File: config.mk
export PLATFORM = sky130hd
export DESIGN_NAME = gray_count_arbiter
export DESIGN_NICKNAME = d
export VERILOG_FILES = /design/src/rtl/gray_count_arbiter.sv
export SDC_FILE = /design/constraint.sdc
export NUM_CORES = 1
export LEC_CHECK = 0
export CAP_MARGIN = 5
export CORE_ASPECT_RATIO = 0.6
export CORE_MARGIN = 2
export CORE_UTILIZATION = 50
export DETAILED_ROUTE_END_ITERATION = 6
export GPL_ROUTABILITY_DRIVEN = 0
export GPL_TIMING_DRIVEN = 0
export HOLD_SLACK_MARGIN = 0.12
export PLACE_DENSITY_LB_ADDON = 0.25
export SETUP_SLACK_MARGIN = 0.4
export SLEW_MARGIN = 20
export SYNTH_ARGS = -nofsm -noshare
export SYNTH_HDL_FRONTEND = slang
export SYNTH_SLANG_ARGS = --single-unit
File: constraint.sdc
create_clock -name clk -period 4.49 [get_ports clk]
set_input_delay 0.898 -clock clk [delete_from_list [all_inputs] [get_ports clk]]
set_output_delay 0.898 -clock clk [all_outputs]
set_load 0.02 [all_outputs]
File: src/rtl/gray_count_arbiter.sv
// gray_count_arbiter: one binary/Gray counter shared by two requesters.
// Each requester asks for a burst of N increments and may clear the counter first.
// Arbitration is round-robin and happens only in IDLE.
// Each burst ends with a one-cycle done strobe tagged with the owner id.
module gray_count_arbiter #(
    parameter int WIDTH = 8,
    parameter int LEN_W = 8
) (
    input  logic             clk,
    input  logic             reset,
    input  logic             req0_valid,
    input  logic [LEN_W-1:0] req0_len,
    input  logic             req0_clr,
    output logic             req0_ready,
    input  logic             req1_valid,
    input  logic [LEN_W-1:0] req1_len,
    input  logic             req1_clr,
    output logic             req1_ready,
    output logic             busy,
    output logic             owner,
    output logic [WIDTH-1:0] bin_count,
    output logic [WIDTH-1:0] gray_out,
    output logic             done_pulse,
    output logic             done_id
);

    typedef enum logic [1:0] {
        S_IDLE = 2'd0,
        S_RUN  = 2'd1,
        S_DONE = 2'd2
    } state_t;

    state_t           r_state;
    state_t           w_state_nxt;
    logic [WIDTH-1:0] r_bin;
    logic [WIDTH-1:0] w_bin_nxt;
    logic [LEN_W-1:0] r_rem;
    logic [LEN_W-1:0] w_rem_nxt;
    logic             r_owner;
    logic             w_owner_nxt;
    // r_prio holds the requester favoured on a tie: the one not served last.
    logic             r_prio;
    logic             w_prio_nxt;

    logic             w_idle;
    logic             w_grant_sel;
    logic             w_accept;
    logic [LEN_W-1:0] w_sel_len;
    logic             w_sel_clr;

    // Grant selection: a lone requester wins outright, and a tie goes to r_prio.
    always_comb begin
        // NOTE: every always_comb output gets a default first so no path leaves it unassigned (no latch).
        w_grant_sel = r_prio;
        if (req0_valid && !req1_valid) begin
            w_grant_sel = 1'b0;
        end else if (req1_valid && !req0_valid) begin
            w_grant_sel = 1'b1;
        end
    end

    assign w_idle     = (r_state == S_IDLE);
    assign req0_ready = w_idle && req0_valid && !w_grant_sel;
    assign req1_ready = w_idle && req1_valid &&  w_grant_sel;
    assign w_accept   = req0_ready || req1_ready;

    // Only the granted requester's length and clear matter.
    // The loser's clr is never looked at.
    assign w_sel_len = w_grant_sel ? req1_len : req0_len;
    assign w_sel_clr = w_grant_sel ? req1_clr : req0_clr;

    // Next-state logic: burst sequencing, counter update and arbitration bookkeeping.
    always_comb begin
        w_state_nxt = r_state;
        w_bin_nxt   = r_bin;
        w_rem_nxt   = r_rem;
        w_owner_nxt = r_owner;
        w_prio_nxt  = r_prio;
        case (r_state)
            S_IDLE: begin
                if (w_accept) begin
                    w_owner_nxt = w_grant_sel;
                    w_prio_nxt  = ~w_grant_sel;
                    w_rem_nxt   = w_sel_len;
                    if (w_sel_clr) begin
                        w_bin_nxt = '0;
                    end
                    // A zero-length burst skips RUN but still produces its done strobe.
                    w_state_nxt = (w_sel_len == '0) ? S_DONE : S_RUN;
                end
            end
            S_RUN: begin
                w_bin_nxt = r_bin + WIDTH'(1);
                w_rem_nxt = r_rem - LEN_W'(1);
                // The increment that takes remaining from 1 to 0 is the last one.
                if (r_rem <= LEN_W'(1)) begin
                    w_state_nxt = S_DONE;
                end
            end
            S_DONE: begin
                w_state_nxt = S_IDLE;
            end
            default: begin
                w_state_nxt = S_IDLE;
            end
        endcase
    end

    // State and datapath registers.
    // The asynchronous reset aborts any burst in flight.
    always_ff @(posedge clk or negedge reset) begin
        if (!reset) begin
            r_state <= S_IDLE;
            r_bin   <= '0;
            r_rem   <= '0;
            r_owner <= 1'b0;
            r_prio  <= 1'b0;
        end else begin
            // NOTE: sequential state uses non-blocking assignments so every register samples pre-edge values.
            r_state <= w_state_nxt;
            r_bin   <= w_bin_nxt;
            r_rem   <= w_rem_nxt;
            r_owner <= w_owner_nxt;
            r_prio  <= w_prio_nxt;
        end
    end

    assign busy       = (r_state != S_IDLE);
    assign owner      = r_owner;
    assign bin_count  = r_bin;
    assign gray_out   = r_bin ^ (r_bin >> 1);
    assign done_pulse = (r_state == S_DONE);
    assign done_id    = (r_state == S_DONE) ? r_owner : 1'b0;

endmodule
==> impl_metrics.env <==
export IMPL_status="complete, no violations"
export IMPL_diodes=0
export IMPL_r2r_slack_ns=2.69
export IMPL_cts_tree="done"
export IMPL_period_needed_ns=3.43
export IMPL_r2r_end="r_state[0]"
export IMPL_timing_rr_start="r_prio"
export IMPL_hp_class="flip-flop to flip-flop"
export IMPL_drcViolationCount=0
export IMPL_numCtsBuffers=3
export IMPL_power_density_mw_per_mm2=658
export IMPL_hold_depth=1
export IMPL_ctsResizeCount=0
export IMPL_m1WireLength_um=1620
export IMPL_critPathArrivalTime_ns=2.53
export IMPL_grt_max_degree=21
export IMPL_hpwl_um=2950
export IMPL_top_layer_used="met4"
export IMPL_finalNonFillerCells=244
export IMPL_synth_seq_area_share_pct=35.0
export IMPL_finish_utilization_pct=74.5
export IMPL_synth_distinct_cells=42
export IMPL_fin_crit_sh_pct=76.5
export IMPL_critPathKind="input pin to output port"
export IMPL_drt_wl_total_um=3810
export IMPL_synth_nets=196
export IMPL_fillCellCount=181
export IMPL_preCtsSetupSlack_ns=1.08
export IMPL_multi_input_area_um2=811
export IMPL_endpoint_kind="output port"
export IMPL_startpoint_type="input pin"
export IMPL_port_buffers=42
export IMPL_setup_tns_ns=0
export IMPL_viasPerCell=5.92
export IMPL_syn_area_mm2=0.00143
export IMPL_r2r_cells=7
export IMPL_max_freq_ghz=0.291
export IMPL_seqCellArea_um2=500
export IMPL_grt_setup_unrepaired="false"
export IMPL_root_buffer="clkbuf_8"
export IMPL_cts_hold_buf=0
export IMPL_dieArea_mm2=0.00332
export IMPL_htree_levels=1
export IMPL_synth_edff_count=0
export IMPL_skew_ns=0.00446
export IMPL_wl_per_cell_um=15.6
export IMPL_clk_pin_slew_worst_paths_ns=0.07
export IMPL_synth_flop_cell="dfrtp_1"
export IMPL_grt_overflow_total=0
export IMPL_yosysWarnings=0
export IMPL_clock_sinks=20
export IMPL_first_pass_iters=4
export IMPL_place_inst=240
export IMPL_relSlewSlack_pct=40.7
export IMPL_pin_count=44
export IMPL_nets=243
export IMPL_worstMarginPinSlew_ns=0.887
export IMPL_ant_nets=0
export IMPL_layout_setup_ws_ns=1.06
export IMPL_peakVddDrop_v=0.000545
export IMPL_clockBufferDepth=2
export IMPL_ys_async_sr_fraction_pct=100
export IMPL_clk_latency_ns=0.26
export IMPL_place_area_mm2=0.00189
export IMPL_p_leak_nw=0.845
export IMPL_route_met2_wl_um=1810
export IMPL_ys_ff_latch=20
export IMPL_antenna_found_initial=0
export IMPL_rows=14
export IMPL_fp_coreArea_mm2=0.00261
export IMPL_whs_ns=0.497
export IMPL_areaGrowthSynthToFinish_pct=36.0
export IMPL_drv_slew=0
export IMPL_hold_path_end="r_rem[7]"
export IMPL_stdcell_area_mm2=0.00195
export IMPL_maxCapViolCount=0
export IMPL_grt_pass1_wl_um=6240
export IMPL_min_from="r_rem[7]"
export IMPL_synthCells=166
export IMPL_critical_path_required_ns=3.59
export IMPL_die_height_um=45.4
export IMPL_first_iter_violations=82
export IMPL_total_power_mw=1.28
export IMPL_via_count=1445
export IMPL_met3_length_um=350
export IMPL_crit_fanout=10
export IMPL_fp_dieW_um=73.0
export IMPL_drive_above_1_share_pct=7.55
export IMPL_hold_viol=0
export IMPL_post_cts_buffers=0
export IMPL_start_util_pct=54.8
export IMPL_finalSetupViolations=0
export IMPL_avgSynthCellArea_um2=8.62
export IMPL_grt_pass1_vias=1375
export IMPL_grtUsageTotal_pct=24.9
## area by class of cell
cell class | count | area share, %
well taps | 32 | 2.06
multi-input cells | 123 | 41.7
repair buffers | 42 | 21.6
plain buffers | 10 | 3.60
clock buffers | 4 | 2.83
flip-flops and latches | 20 | 25.7
inverters | 13 | 2.51
## layout by cell type, fill, tap and decap left out, drive strengths merged, types with 2 or more instances in the layout
cell type,Yosys,layout
a211oi,2,2
a21oi,8,8
a22o,2,2
a22oi,4,4
a2bb2oi,8,8
a311oi,3,3
and2,3,3
and3,2,2
buf,8,8
clkbuf,2,6
clkdlybuf4s50,0,42
dfrtp,20,20
ha,8,8
inv,13,13
nand2,11,11
nand2b,2,2
nand3,2,2
nand4,4,4
nor2,25,25
nor3,2,2
o211ai,9,9
o21ai,5,5
o221ai,2,2
o31ai,2,2
or3,2,2
xor2,7,7
## how the worst max path moves through the flow
stage | start | end | slack [ns] | cells past startpoint
finish | req1_valid | req1_ready | 1.06 | 4
global route | req1_valid | req1_ready | 1.02 | 4
CTS | req1_valid | req1_ready | 1.07 | 4
detailed placement | req1_valid | req1_ready | 1.08 | 4
global placement | req1_valid | req1_ready | 1.11 | 4
floorplan | req0_valid | req1_ready | 1.97 | 5
## Yosys cell counts (2+ instances only)
master     instances  area share (%)
a211oi_1           2             1.0
a21oi_1            8             2.8
a22o_1             2             1.2
a22oi_1            4             2.1
a2bb2oi_1          7             4.3
a311oi_1           3             1.8
and2_1             3             1.3
and3_1             2            0.87
buf_2              4             1.4
buf_4              2             1.0
dfrtp_1           20              35
ha_1               8             7.0
inv_1             13             3.4
nand2_1           11             2.9
nand2b_1           2            0.87
nand3_1            2            0.70
nand4_1            4             1.7
nor2_1            24             6.3
nor3_1             2            0.70
o211ai_1           9             4.7
o21ai_0            4             1.4
o221ai_1           2             1.2
o31ai_1            2             1.0
or3_1              2            0.87
xor2_1             7             4.3
## routing by layer
metal  up-vias  GRT usage (%)
li1        690              -
met1       680           33.2
met2        71           42.0
met3         4           6.64
met4         0           4.07
met5         -              0
## kinds of logic (layout without fill, tap and decap cells)
kind of cell	after synthesis	count (layout)	share of synthesized area, %
simple gates	56	56	18.1
compound gates	52	52	27.3
buf+inv	23	69	8.31
flops	20	20	35.0
fa+ha+maj	8	8	7.00
xor+xnor	7	7	4.29
## sequential cells by signal (all words and copies together) (netlist names)
| name | cells |
|---|---|
| owner | 1 |
| r_rem | 8 |
| bin_count | 8 |
| r_state | 2 |
| r_prio | 1 |
## worst max-delay path, cell delays in order
cell and delay [ns]:
clkdlybuf4s50_1 0.58, buf_2 0.28, and3_1 0.18, clkdlybuf4s50_1 0.60
## power by group
| group | switching (mW) | total, mW | internal, mW |
|---|---|---|---|
| registers | 0.0968 | 0.362 | 0.265 |
| logic | 0.407 | 0.783 | 0.376 |
| clock network | 0.0576 | 0.136 | 0.0780 |
Power figures use the tool's default switching activity.
